### config.mk
export PLATFORM = sky130hd
export DESIGN_NAME = button_reader
export DESIGN_NICKNAME = d
export VERILOG_FILES = /design/src/rtl/button_reader_pkg.sv /design/src/rtl/button_channel.sv /design/src/rtl/button_reader.sv
export SDC_FILE = /design/constraint.sdc
export NUM_CORES = 1
export LEC_CHECK = 0
export CAP_MARGIN = 10
export CORE_MARGIN = 2
export CORE_UTILIZATION = 55
export DETAILED_ROUTE_END_ITERATION = 8
export PLACE_DENSITY = 0.72
export SYNTH_ARGS = -nofsm -noshare
export SYNTH_HDL_FRONTEND = slang
export SYNTH_HIERARCHICAL = 1
export SYNTH_SLANG_ARGS = --single-unit
### constraint.sdc
create_clock -name CLK -period 6 [get_ports CLK]
set_input_delay 1.8 -clock CLK [delete_from_list [all_inputs] [get_ports CLK]]
set_output_delay 1.8 -clock CLK [all_outputs]
set_load 0.02 [all_outputs]
### src/rtl/button_reader_pkg.sv
// Shared types and default timing for the button reader.
// The defaults assume the 3.3 MHz oscillator domain.
package button_reader_pkg;

   typedef enum logic [1:0] {
      StReleased = 2'd0,
      StPressed  = 2'd1,
      StHeld     = 2'd2
   } btn_state_e;

   // 5 ms debounce and 1 s long press at 3.3 MHz
   localparam int unsigned DEFAULT_DEBOUNCE_CYCLES   = 16500;
   localparam int unsigned DEFAULT_LONG_PRESS_CYCLES = 3300000;

   function automatic int unsigned cnt_width(input int unsigned n);
      return (n < 2) ? 1 : $clog2(n);
   endfunction

endpackage

### src/rtl/button_channel.sv
// One button channel: 2-flop synchroniser, debounce, press/held FSM and toggle.
// IDLE_LEVEL is the raw pin level when the button is not pressed.
module button_channel
   import button_reader_pkg::*;
#(
   parameter int unsigned DEBOUNCE_CYCLES   = DEFAULT_DEBOUNCE_CYCLES,
   parameter int unsigned LONG_PRESS_CYCLES = DEFAULT_LONG_PRESS_CYCLES,
   parameter bit          IDLE_LEVEL        = 1'b1
) (
   input  logic clk_i,
   input  logic rst_ni,
   input  logic btn_i,
   output logic level_o,
   output logic press_o,
   output logic release_o,
   output logic long_o,
   output logic toggle_o
);

   localparam int unsigned DB_W   = cnt_width(DEBOUNCE_CYCLES);
   localparam int unsigned HOLD_W = cnt_width(LONG_PRESS_CYCLES);

   localparam logic [DB_W-1:0]   DB_LAST   = DB_W'(DEBOUNCE_CYCLES - 1);
   localparam logic [HOLD_W-1:0] HOLD_LAST = HOLD_W'(LONG_PRESS_CYCLES - 1);
   // Firing one count early lets the pulse land in the cycle the count hits HOLD_LAST
   localparam logic [HOLD_W-1:0] HOLD_FIRE = HOLD_W'(LONG_PRESS_CYCLES - 2);

   logic [1:0]        sync_q;
   logic              pressed;
   logic              level_q, level_d;
   logic [DB_W-1:0]   db_cnt_q, db_cnt_d;
   logic              differ, flip;

   btn_state_e        state_q, state_d;
   logic [HOLD_W-1:0] hold_q, hold_d;
   logic              toggle_q, toggle_d;
   logic              press_q, press_d;
   logic              release_q, release_d;
   logic              long_q, long_d;

   always_ff @(posedge clk_i or negedge rst_ni) begin
      if (!rst_ni) begin
         sync_q <= {2{IDLE_LEVEL}};
      end else begin
         sync_q <= {sync_q[0], btn_i};
      end
   end

   assign pressed = sync_q[1] ^ IDLE_LEVEL;
   assign differ  = (pressed != level_q);
   assign flip    = differ && (db_cnt_q == DB_LAST);

   always_comb begin
      db_cnt_d = '0;
      level_d  = level_q;
      if (differ) begin
         if (db_cnt_q == DB_LAST) begin
            level_d = ~level_q;
         end else begin
            db_cnt_d = db_cnt_q + DB_W'(1);
         end
      end
   end

   always_ff @(posedge clk_i or negedge rst_ni) begin
      if (!rst_ni) begin
         level_q  <= 1'b0;
         db_cnt_q <= '0;
      end else begin
         level_q  <= level_d;
         db_cnt_q <= db_cnt_d;
      end
   end

   always_comb begin
      state_d   = state_q;
      hold_d    = hold_q;
      toggle_d  = toggle_q;
      press_d   = 1'b0;
      release_d = 1'b0;
      long_d    = 1'b0;
      unique case (state_q)
         StReleased: begin
            if (flip && !level_q) begin
               state_d  = StPressed;
               press_d  = 1'b1;
               toggle_d = ~toggle_q;
               hold_d   = '0;
            end
         end
         StPressed: begin
            if (flip && level_q) begin
               state_d   = StReleased;
               release_d = 1'b1;
            end else begin
               if (hold_q != HOLD_LAST) begin
                  hold_d = hold_q + HOLD_W'(1);
               end
               if (hold_q == HOLD_FIRE) begin
                  state_d = StHeld;
                  long_d  = 1'b1;
               end
            end
         end
         StHeld: begin
            if (flip && level_q) begin
               state_d   = StReleased;
               release_d = 1'b1;
            end
         end
         default: begin
            state_d = StReleased;
         end
      endcase
   end

   always_ff @(posedge clk_i or negedge rst_ni) begin
      if (!rst_ni) begin
         state_q   <= StReleased;
         hold_q    <= '0;
         toggle_q  <= 1'b0;
         press_q   <= 1'b0;
         release_q <= 1'b0;
         long_q    <= 1'b0;
      end else begin
         state_q   <= state_d;
         hold_q    <= hold_d;
         toggle_q  <= toggle_d;
         press_q   <= press_d;
         release_q <= release_d;
         long_q    <= long_d;
      end
   end

   assign level_o   = level_q;
   assign press_o   = press_q;
   assign release_o = release_q;
   assign long_o    = long_q;
   assign toggle_o  = toggle_q;

endmodule

### src/rtl/button_reader.sv
// Debounced multi-button reader: clean levels, press/release/long-press pulses
// and a per-button toggle, one independent channel per pin.
module button_reader
   import button_reader_pkg::*;
#(
   parameter int unsigned NUM_BTN           = 4,
   parameter int unsigned DEBOUNCE_CYCLES   = DEFAULT_DEBOUNCE_CYCLES,
   parameter int unsigned LONG_PRESS_CYCLES = DEFAULT_LONG_PRESS_CYCLES,
   parameter bit          ACTIVE_LOW        = 1'b1
) (
   input  logic               CLK,
   input  logic               RST_N,
   input  logic [NUM_BTN-1:0] BTN_IN,
   output logic [NUM_BTN-1:0] BTN_LEVEL,
   output logic [NUM_BTN-1:0] PRESS_PULSE,
   output logic [NUM_BTN-1:0] RELEASE_PULSE,
   output logic [NUM_BTN-1:0] LONG_PULSE,
   output logic [NUM_BTN-1:0] TOGGLE
);

   // Released pin level is 1 for active-low buttons; the channel normalises from it
   for (genvar i = 0; i < NUM_BTN; i++) begin : g_chan
      button_channel #(
         .DEBOUNCE_CYCLES  (DEBOUNCE_CYCLES),
         .LONG_PRESS_CYCLES(LONG_PRESS_CYCLES),
         .IDLE_LEVEL       (ACTIVE_LOW)
      ) u_chan (
         .clk_i    (CLK),
         .rst_ni   (RST_N),
         .btn_i    (BTN_IN[i]),
         .level_o  (BTN_LEVEL[i]),
         .press_o  (PRESS_PULSE[i]),
         .release_o(RELEASE_PULSE[i]),
         .long_o   (LONG_PULSE[i]),
         .toggle_o (TOGGLE[i])
      );
   end

endmodule

==> metrics.txt, run 1 <==
Switching Power 0.538 mW; number of synthesis warnings 6; vias in the first global route 7979; Max H-tree Level 4; core area 0.0187 mm2; Worst slew margin 29.2%; Routed WL 21700 um; fmax 292 MHz; drt via density 6.22; # IOs 26; Final Cycle Share 57.2%; buffer and inverter count on the worst path 1; Total GRT Usage 22.7%; CP Launch Type flip-flop; Worst VDD drop 175 uV; Post-Syn Area 0.0105 mm2; crit path capture type output port; Async SR Flop Fraction 100%; Static Leakage 4.60 nW; hpwl dp 14500 um; Reg power frac 52.5%; Reg2Reg Setup Slack 2.79 ns; Iter 0 DRT Violations 571; mean routed wirelength per cell 15.8 um; Mapped Cells 1126; antenna-violating nets left 0; Top delay family on crit path buffers and inverters; DIE AREA 0.0201 mm2; Max Clock Skew 0.00831 ns; Post-synth EDFFs 0; status completed; register area share after synthesis 44.1%; max cap viols 0; clock slew at reported path FFs 0.07 ns; Final setup viols 0; crit-path max cell delay 0.67 ns; synthesized area per cell 9.29 um2; die height 142 um; Cell Count, Final, Fillers Out 1372; Internal 1.86 mW; P&R area growth vs syn 8.83%; global-route wire length before repair 37900 um; startpoint of the worst setup timing path g_chan[2].u_chan/level_o; min Tclk post-route 3.43 ns; RD Place Congestion 0.819; via count 8536; post_cts resized 0; critical setup path kind flip-flop to output port; CP Max Fanout 11; setup bufs post-CTS 0; placed cells 1340; switching share of power 22.4%; #FFs+latches synth 184; worst r2r src g_chan[3].u_chan/state_q[1]; syn_nets 1156; drt drc 0; HP Class flip-flop to flip-flop; largest net degree at the start of global routing 90; Row Count 50; Worst-Skew Late Latency 0.43 ns; PwrDens 211 mW/mm2; ratio of cells with drive above 1 in the final layout 6.59%; FF/Latch Area 0.00461 mm2; total clock buffers created by CTS 17; unrepaired setup endpoints after global routing no; slowest CP cell clkdlybuf4s50_1; Power Total 2.40 mW; initial core utilization 55.9%; combinational power share 2.1%; clk sinks 184; Final #Nets 1155; setup_tns 0 ns; initial antenna violation count 0; grt total ovfl 0; Max clock buf depth 2; port bufs 25; commonest non-fill, non-tap cell in the layout dfrtp_1; area of the multi-input gates 0.00547 mm2; Worst Path Required 4.20 ns; Final Max Slew Viols 0; final hold viol count 0; cts hold-fix bufs 0; Crit Reg-Reg Endpoint g_chan[3].u_chan/hold_q[17]; most frequent cells in the layout dfrtp_1 (176), nand2_1 (130), nor2_1 (107); unique cell type count in the Yosys netlist 85; drt pass-1 iters 5; CP endpoint BTN_LEVEL[2]; chip width 142 um; Fill cells 1585; crit-path cells clkdlybuf4s50_1; measured slew at the worst slew-check pin 1.06 ns; cell count along the critical path 1; CP arrival 1.63 ns; final core occ 60.8%; CTS root buf clkbuf_16; leading register cell type out of synthesis dfrtp_1; clock network power share 45.3%; path depth of the worst reg2reg path 7; TritonCTS clock tree yes; ANT cells 0
-- synth_stat cells, drive strengths merged (7+ instances only) --
cell	n	area, um2
o31ai	9	86.3
nand4b	8	70.1
o21ai	35	175
dfstp	8	210
o22a	7	70.1
and4	10	87.6
o211ai	21	163
or4b	9	101
nor4	26	178
dfrtp	176	4400
a21oi	25	129
ha	24	300
and2	13	83.8
or3	22	144
nand3	76	380
a221o	10	101
a31oi	17	113
nor4b	10	87.6
xnor2	24	210
buf	14	114
nor3	27	140
or4	31	236
clkbuf	38	144
and3	35	220
a211o	12	105
inv	34	128
nand2	130	488
nand2b	12	75.1
nor2	107	402
xor2	30	263
o311ai	11	104
nand4	41	257
-- per-stage QoR --
stage / area [um2] / hold WS [ns] / worst slack, ns
finish: 11400 / 0.355 / 2.57
global route: 11400 / 0.363 / 2.43
CTS: 11400 / 0.357 / 2.54
detailed placement: 10800 / 0.347 / 2.82
global placement: 10800 / 0.346 / 2.91
floorplan: 10500 / 0.345 / 3.30
-- how the worst min path moves through the flow --
stage          slack (ns)  cells past startpoint                          to                       start
3_3_place_gp         0.35                      0  g_chan[2].u_chan/sync_q[1]  g_chan[2].u_chan/sync_q[0]
4_1_cts              0.36                      0  g_chan[1].u_chan/sync_q[1]  g_chan[1].u_chan/sync_q[0]
5_1_grt              0.36                      0  g_chan[3].u_chan/sync_q[1]  g_chan[3].u_chan/sync_q[0]
6_report             0.35                      0  g_chan[0].u_chan/sync_q[1]  g_chan[0].u_chan/sync_q[0]
3_5_place_dp         0.35                      0  g_chan[1].u_chan/sync_q[1]  g_chan[1].u_chan/sync_q[0]
2_1_floorplan        0.35                      0  g_chan[0].u_chan/sync_q[1]  g_chan[0].u_chan/sync_q[0]
-- registers in the layout (all words and copies together), names as in the netlist --
register,count
g_chan.u_chan/toggle_o,4
g_chan.u_chan/release_o,4
g_chan.u_chan/press_o,4
g_chan.u_chan/sync_q,8
g_chan.u_chan/hold_q,88
g_chan.u_chan/db_cnt_q,60
g_chan.u_chan/long_o,4
g_chan.u_chan/state_q,8
g_chan.u_chan/level_o,4
-- power by group through the flow --
stage | Combinational (mW) | Clock (mW) | Sequential, mW
global route | 0.0608 | 1.17 | 1.26
detailed placement | 0.0536 | 0 | 1.28
floorplan | 0.0198 | 0 | 1.28
global placement | 0.0534 | 0 | 1.28
finish | 0.0514 | 1.09 | 1.26
CTS | 0.0541 | 1.12 | 1.26
-- layer usage --
layer,share of wire [%],GRT usage [%]
met5,0,0
met4,1.0,6.05
met3,3.0,4.02
met2,46,35.8
met1,50,32.6
-- logic make-up (layout without fill, tap and decap cells) --
family / Yosys count / in the layout / synth area share [%]
compound gates: 190 / 190 / 13.8
flops: 184 / 184 / 44.1
xor+xnor: 54 / 54 / 4.52
mux: 3 / 3 / 0.335
buf+inv: 86 / 98 / 3.68
simple gates: 585 / 585 / 30.7
fa+ha+maj: 24 / 24 / 2.87
-- area by class of cell --
class	instances	share of cell area (%)
clock buffer	19	3.98
tap	234	2.57
inverter	34	1.12
sequential	184	40.5
multi-input combinational	856	48.0
timing repair buffer	32	2.69
clock inverter	13	1.08
No activity file was read; power rests on OpenSTA's default activity.
==> run 2: changes to the inputs <==
clock period = 3.44 ns   (was 6 ns; I/O delays follow)
==> run 2 against run 1 <==
- via count increased by 0.49%
- worst setup slack got worse by 2.2 ns
- global-route usage rose by 0.48 points
- sequential power is 75% higher
- first-iteration DRC count is 38% higher
- critical path type is now flip-flop to flip-flop
- highest routed layer unchanged
==> metrics.txt, run 2 (synthesis results as in run 1) <==
vias in the first global route 8020; setup_tns 0 ns; clk sinks 184; max FFs per register 88; via count 8578; most frequent cells in the layout dfrtp_1 (176), nand2_1 (130), nor2_1 (107); ANT cells 0; met2 WL 10200 um; min Tclk post-route 3.05 ns; P&R area growth vs syn 9.95%; unrepaired setup endpoints after global routing no; antenna-violating nets left 0; drt via density 6.19; final hold viol count 0; fin worst setup slack 0.394 ns; RD Place Congestion 0.852; initial core utilization 55.9%; Max H-tree Level 4; measured slew at the worst slew-check pin 1.10 ns; Max clock buf depth 2; TritonCTS clock tree yes; Total GRT Usage 23.2%; status completed; drt drc 0; Largest regs g_chan.u_chan/hold_q: 88 flops, g_chan.u_chan/db_cnt_q: 60 flops; CP arrival 3.36 ns; global-route wire length before repair 38700 um; chip width 142 um; ratio of cells with drive above 1 in the final layout 7.65%; Static Leakage 4.68 nW; Fill cells 1542; Final Max Slew Viols 0; crit path capture type flip-flop; Row Count 50; highest routed layer met4; core area 0.0187 mm2; port bufs 25; largest net degree at the start of global routing 66; clock slew at reported path FFs 0.07 ns; met1 wire length 11000 um; hpwl dp 14600 um; Worst slew margin 26.4%; total clock buffers created by CTS 17; grt total ovfl 0; Max Clock Skew 0.00933 ns; setup bufs post-CTS 0; Worst Path Required 3.75 ns; post_cts resized 0; HP Class flip-flop to flip-flop; Met3 Wirelength 779 um; initial antenna violation count 0; area of the multi-input gates 0.00547 mm2; Final #Nets 1168; mean routed wirelength per cell 16.0 um; FF/Latch Area 0.00461 mm2; CTS root buf clkbuf_16; PwrDens 369 mW/mm2; fmax 328 MHz; DIE AREA 0.0201 mm2; Iter 0 DRT Violations 786; CP Launch Type flip-flop; # IOs 26; register with the most flip-flops g_chan.u_chan/hold_q; Place WS 0.411 ns; cts hold-fix bufs 0; max cap viols 0; Routed WL 22200 um; drt pass-1 iters 5; die height 142 um; critical setup path kind flip-flop to flip-flop; Worst-Skew Late Latency 0.43 ns; commonest non-fill, non-tap cell in the layout dfrtp_1; Final Cycle Share 88.6%; Final setup viols 0; CP Max Fanout 33; Worst VDD drop 303 uV
[run 2: critical path, stage by stage (launching register included)]
cell and delay, ns:
dfrtp_1 0.45, or4b_4 0.61, o41ai_4 0.49, a221o_1 0.92, nor4_1 0.11, a311o_1 0.35
[run 2: power by group]
| part | switching, mW | internal (mW) |
|---|---|---|
| combinational | 0.0683 | 0.0243 |
| clock | 0.922 | 1.03 |
| sequential | 0.0156 | 2.18 |
[run 2: per-layer routing]
| layer | up-vias | global-route usage [%] |
|---|---|---|
| li1 | 4229 | - |
| met4 | 0 | 5.89 |
| met5 | - | 0 |
| met3 | 17 | 3.95 |
| met2 | 171 | 36.4 |
| met1 | 4161 | 33.7 |
[run 2: final cells by class]
type                       count  share of cell area, %
multi-input combinational    856                   47.5
sequential                   184                   40.1
clock buffer                  17                   3.70
timing repair buffer          45                   3.62
tap                          234                   2.55
clock inverter                15                   1.37
inverter                      34                   1.11
[run 2: final timing paths]
kind / startpoint / end / slack (ns) / cells after the start
min in group asynchronous: RST_N / g_chan[0].u_chan/toggle_o / 0.56 / 1
max reg2reg: g_chan[3].u_chan/db_cnt_q[10] / g_chan[3].u_chan/hold_q[17] / 0.39 / 5
max in group asynchronous: RST_N / g_chan[2].u_chan/hold_q[8] / 2.08 / 2
min: g_chan[0].u_chan/sync_q[0] / g_chan[0].u_chan/sync_q[1] / 0.36 / 0
min reg2reg: g_chan[0].u_chan/sync_q[0] / g_chan[0].u_chan/sync_q[1] / 0.36 / 0
max: g_chan[3].u_chan/db_cnt_q[10] / g_chan[3].u_chan/hold_q[17] / 0.39 / 5
[run 2: per-stage QoR]
step / power (mW) / hold WS, ns / util (%) / instance area, um2 / instances
finish: 4.24 / 0.357 / 61.5 / 11500 / 1385
global route: 4.40 / 0.360 / 61.5 / 11500 / 1385
CTS: 4.30 / 0.358 / 61.5 / 11500 / 1385
detailed placement: 2.34 / 0.347 / 58.4 / 10900 / 1353
global placement: 2.33 / 0.345 / 58.4 / 10900 / 1353
floorplan: 2.27 / 0.345 / - / 10500 / 1126
==> run 3: changes to the inputs <==
clock period = 2.85 ns   (was 3.44 ns; I/O delays follow)
==> run 3 against run 2 <==
- core utilization grew 1.7 points
- flip-flop and latch count stayed put
- clock power grew 33%
- combinational power is 30% higher
- largest power group unchanged
==> metrics.txt, run 3 (synthesis results as in run 1) <==
Worst Path Required 3.19 ns; highest routed layer met4; unrepaired setup endpoints after global routing no; most frequent cells in the layout dfrtp_1 (176), nand2_1 (130), nor2_1 (107); hpwl dp 15500 um; register with the most flip-flops g_chan.u_chan/hold_q; slowest CP cell or4_4; final core occ 63.2%; Final #Nets 1195; # IOs 26; P&R area growth vs syn 13.0%; CP Max Fanout 6; crit-path max cell delay 0.55 ns; Largest regs g_chan.u_chan/hold_q: 88 flops, g_chan.u_chan/db_cnt_q: 60 flops; clk sinks 184; Reg2Reg Setup Slack 0.11 ns; antenna-violating nets left 0; Final setup viols 0; clock slew at reported path FFs 0.07 ns; area of the multi-input gates 0.00547 mm2; crit-path cells or4b_1, or4_4, o31ai_4, nor3_2, or3_4, buf_4, a31oi_1; Total GRT Usage 23.3%; critical setup path kind flip-flop to flip-flop; post_cts resized 0; met1 wire length 10900 um; global-route wire length before repair 38900 um; Fill cells 1530; Final Cycle Share 96.3%; ratio of cells with drive above 1 in the final layout 9.85%; Max clock buf depth 2; Top delay family on crit path simple AND/OR/NAND/NOR gates; die height 142 um; total clock buffers created by CTS 17; commonest non-fill, non-tap cell in the layout dfrtp_1; status completed; largest net degree at the start of global routing 55; Static Leakage 4.86 nW; HP Class flip-flop to flip-flop; DIE AREA 0.0201 mm2; via count 8827; setup bufs post-CTS 0; initial core utilization 55.9%; buffer and inverter count on the worst path 1; grt total ovfl 0; max cap viols 0; Final Max Slew Viols 0; Worst-Skew Late Latency 0.43 ns; Power Total 5.37 mW; final hold viol count 0; measured slew at the worst slew-check pin 1.14 ns; drt pass-1 iters 6; max FFs per register 88; vias in the first global route 8103; ANT cells 0; FF/Latch Area 0.00461 mm2; chip width 142 um; mean routed wirelength per cell 15.9 um; setup_tns 0 ns; Met3 Wirelength 841 um; met2 WL 10400 um; min Tclk post-route 2.74 ns; Max H-tree Level 4; drt drc 0; Worst VDD drop 383 uV; initial antenna violation count 0; Worst slew margin 23.7%; minimum hold slack 0.359 ns; port bufs 25; Iter 0 DRT Violations 677; RD Place Congestion 0.886; TritonCTS clock tree yes; Routed WL 22500 um; core area 0.0187 mm2; PwrDens 455 mW/mm2; CTS root buf clkbuf_16; cts hold-fix bufs 0; Max Clock Skew 0.0144 ns; fmax 364 MHz; drt via density 6.25; crit path capture type flip-flop; CP Launch Type flip-flop; Row Count 50; CP arrival 3.09 ns
## run 3: cell count changes in the layout (fill, tap and decap cells not counted), sizes merged
cell    delta
clkinv     -1
clkbuf     +1
buf       +27
bufinv     +4
inv        -4
## run 3: metal layers
| metal | global-route usage [%] | up-vias |
|---|---|---|
| met3 | 3.95 | 22 |
| li1 | - | 4290 |
| met1 | 33.2 | 4326 |
| met5 | 0 | - |
| met2 | 37.4 | 189 |
| met4 | 5.79 | 0 |
## run 3: layout make-up
type	count	share of cell area [%]
timing repair buffer	72	5.56
multi-input combinational	856	46.3
sequential	184	39.1
clock inverter	14	1.85
tap	234	2.48
inverter	34	1.08
clock buffer	18	3.63
## run 3: final timing paths
kind,startpoint,to,cells past startpoint
worst min-delay path,g_chan[2].u_chan/sync_q[0],g_chan[2].u_chan/sync_q[1],0
worst max-delay path,g_chan[2].u_chan/hold_q[13],g_chan[2].u_chan/hold_q[9],7
worst min register to register,g_chan[2].u_chan/sync_q[0],g_chan[2].u_chan/sync_q[1],0
max in group asynchronous,RST_N,g_chan[0].u_chan/sync_q[1],2
min in group asynchronous,RST_N,g_chan[0].u_chan/db_cnt_q[6],1
worst max register to register,g_chan[2].u_chan/hold_q[13],g_chan[2].u_chan/hold_q[9],7
## run 3: per-stage QoR
step	setup slack, ns	cell area, um2	cells
floorplan	0.147	10500	1126
global placement	0.138	11200	1380
detailed placement	0.0426	11200	1380
CTS	0.0561	11800	1412
global route	0.00634	11800	1412
finish	0.106	11800	1412
## run 3: power by group
| part | switching [mW] | leakage (nW) | internal, mW |
|---|---|---|---|
| Combinational | 0.0839 | 2.01 | 0.0356 |
| Clock | 1.03 | 0.312 | 1.57 |
| Sequential | 0.0188 | 2.53 | 2.63 |
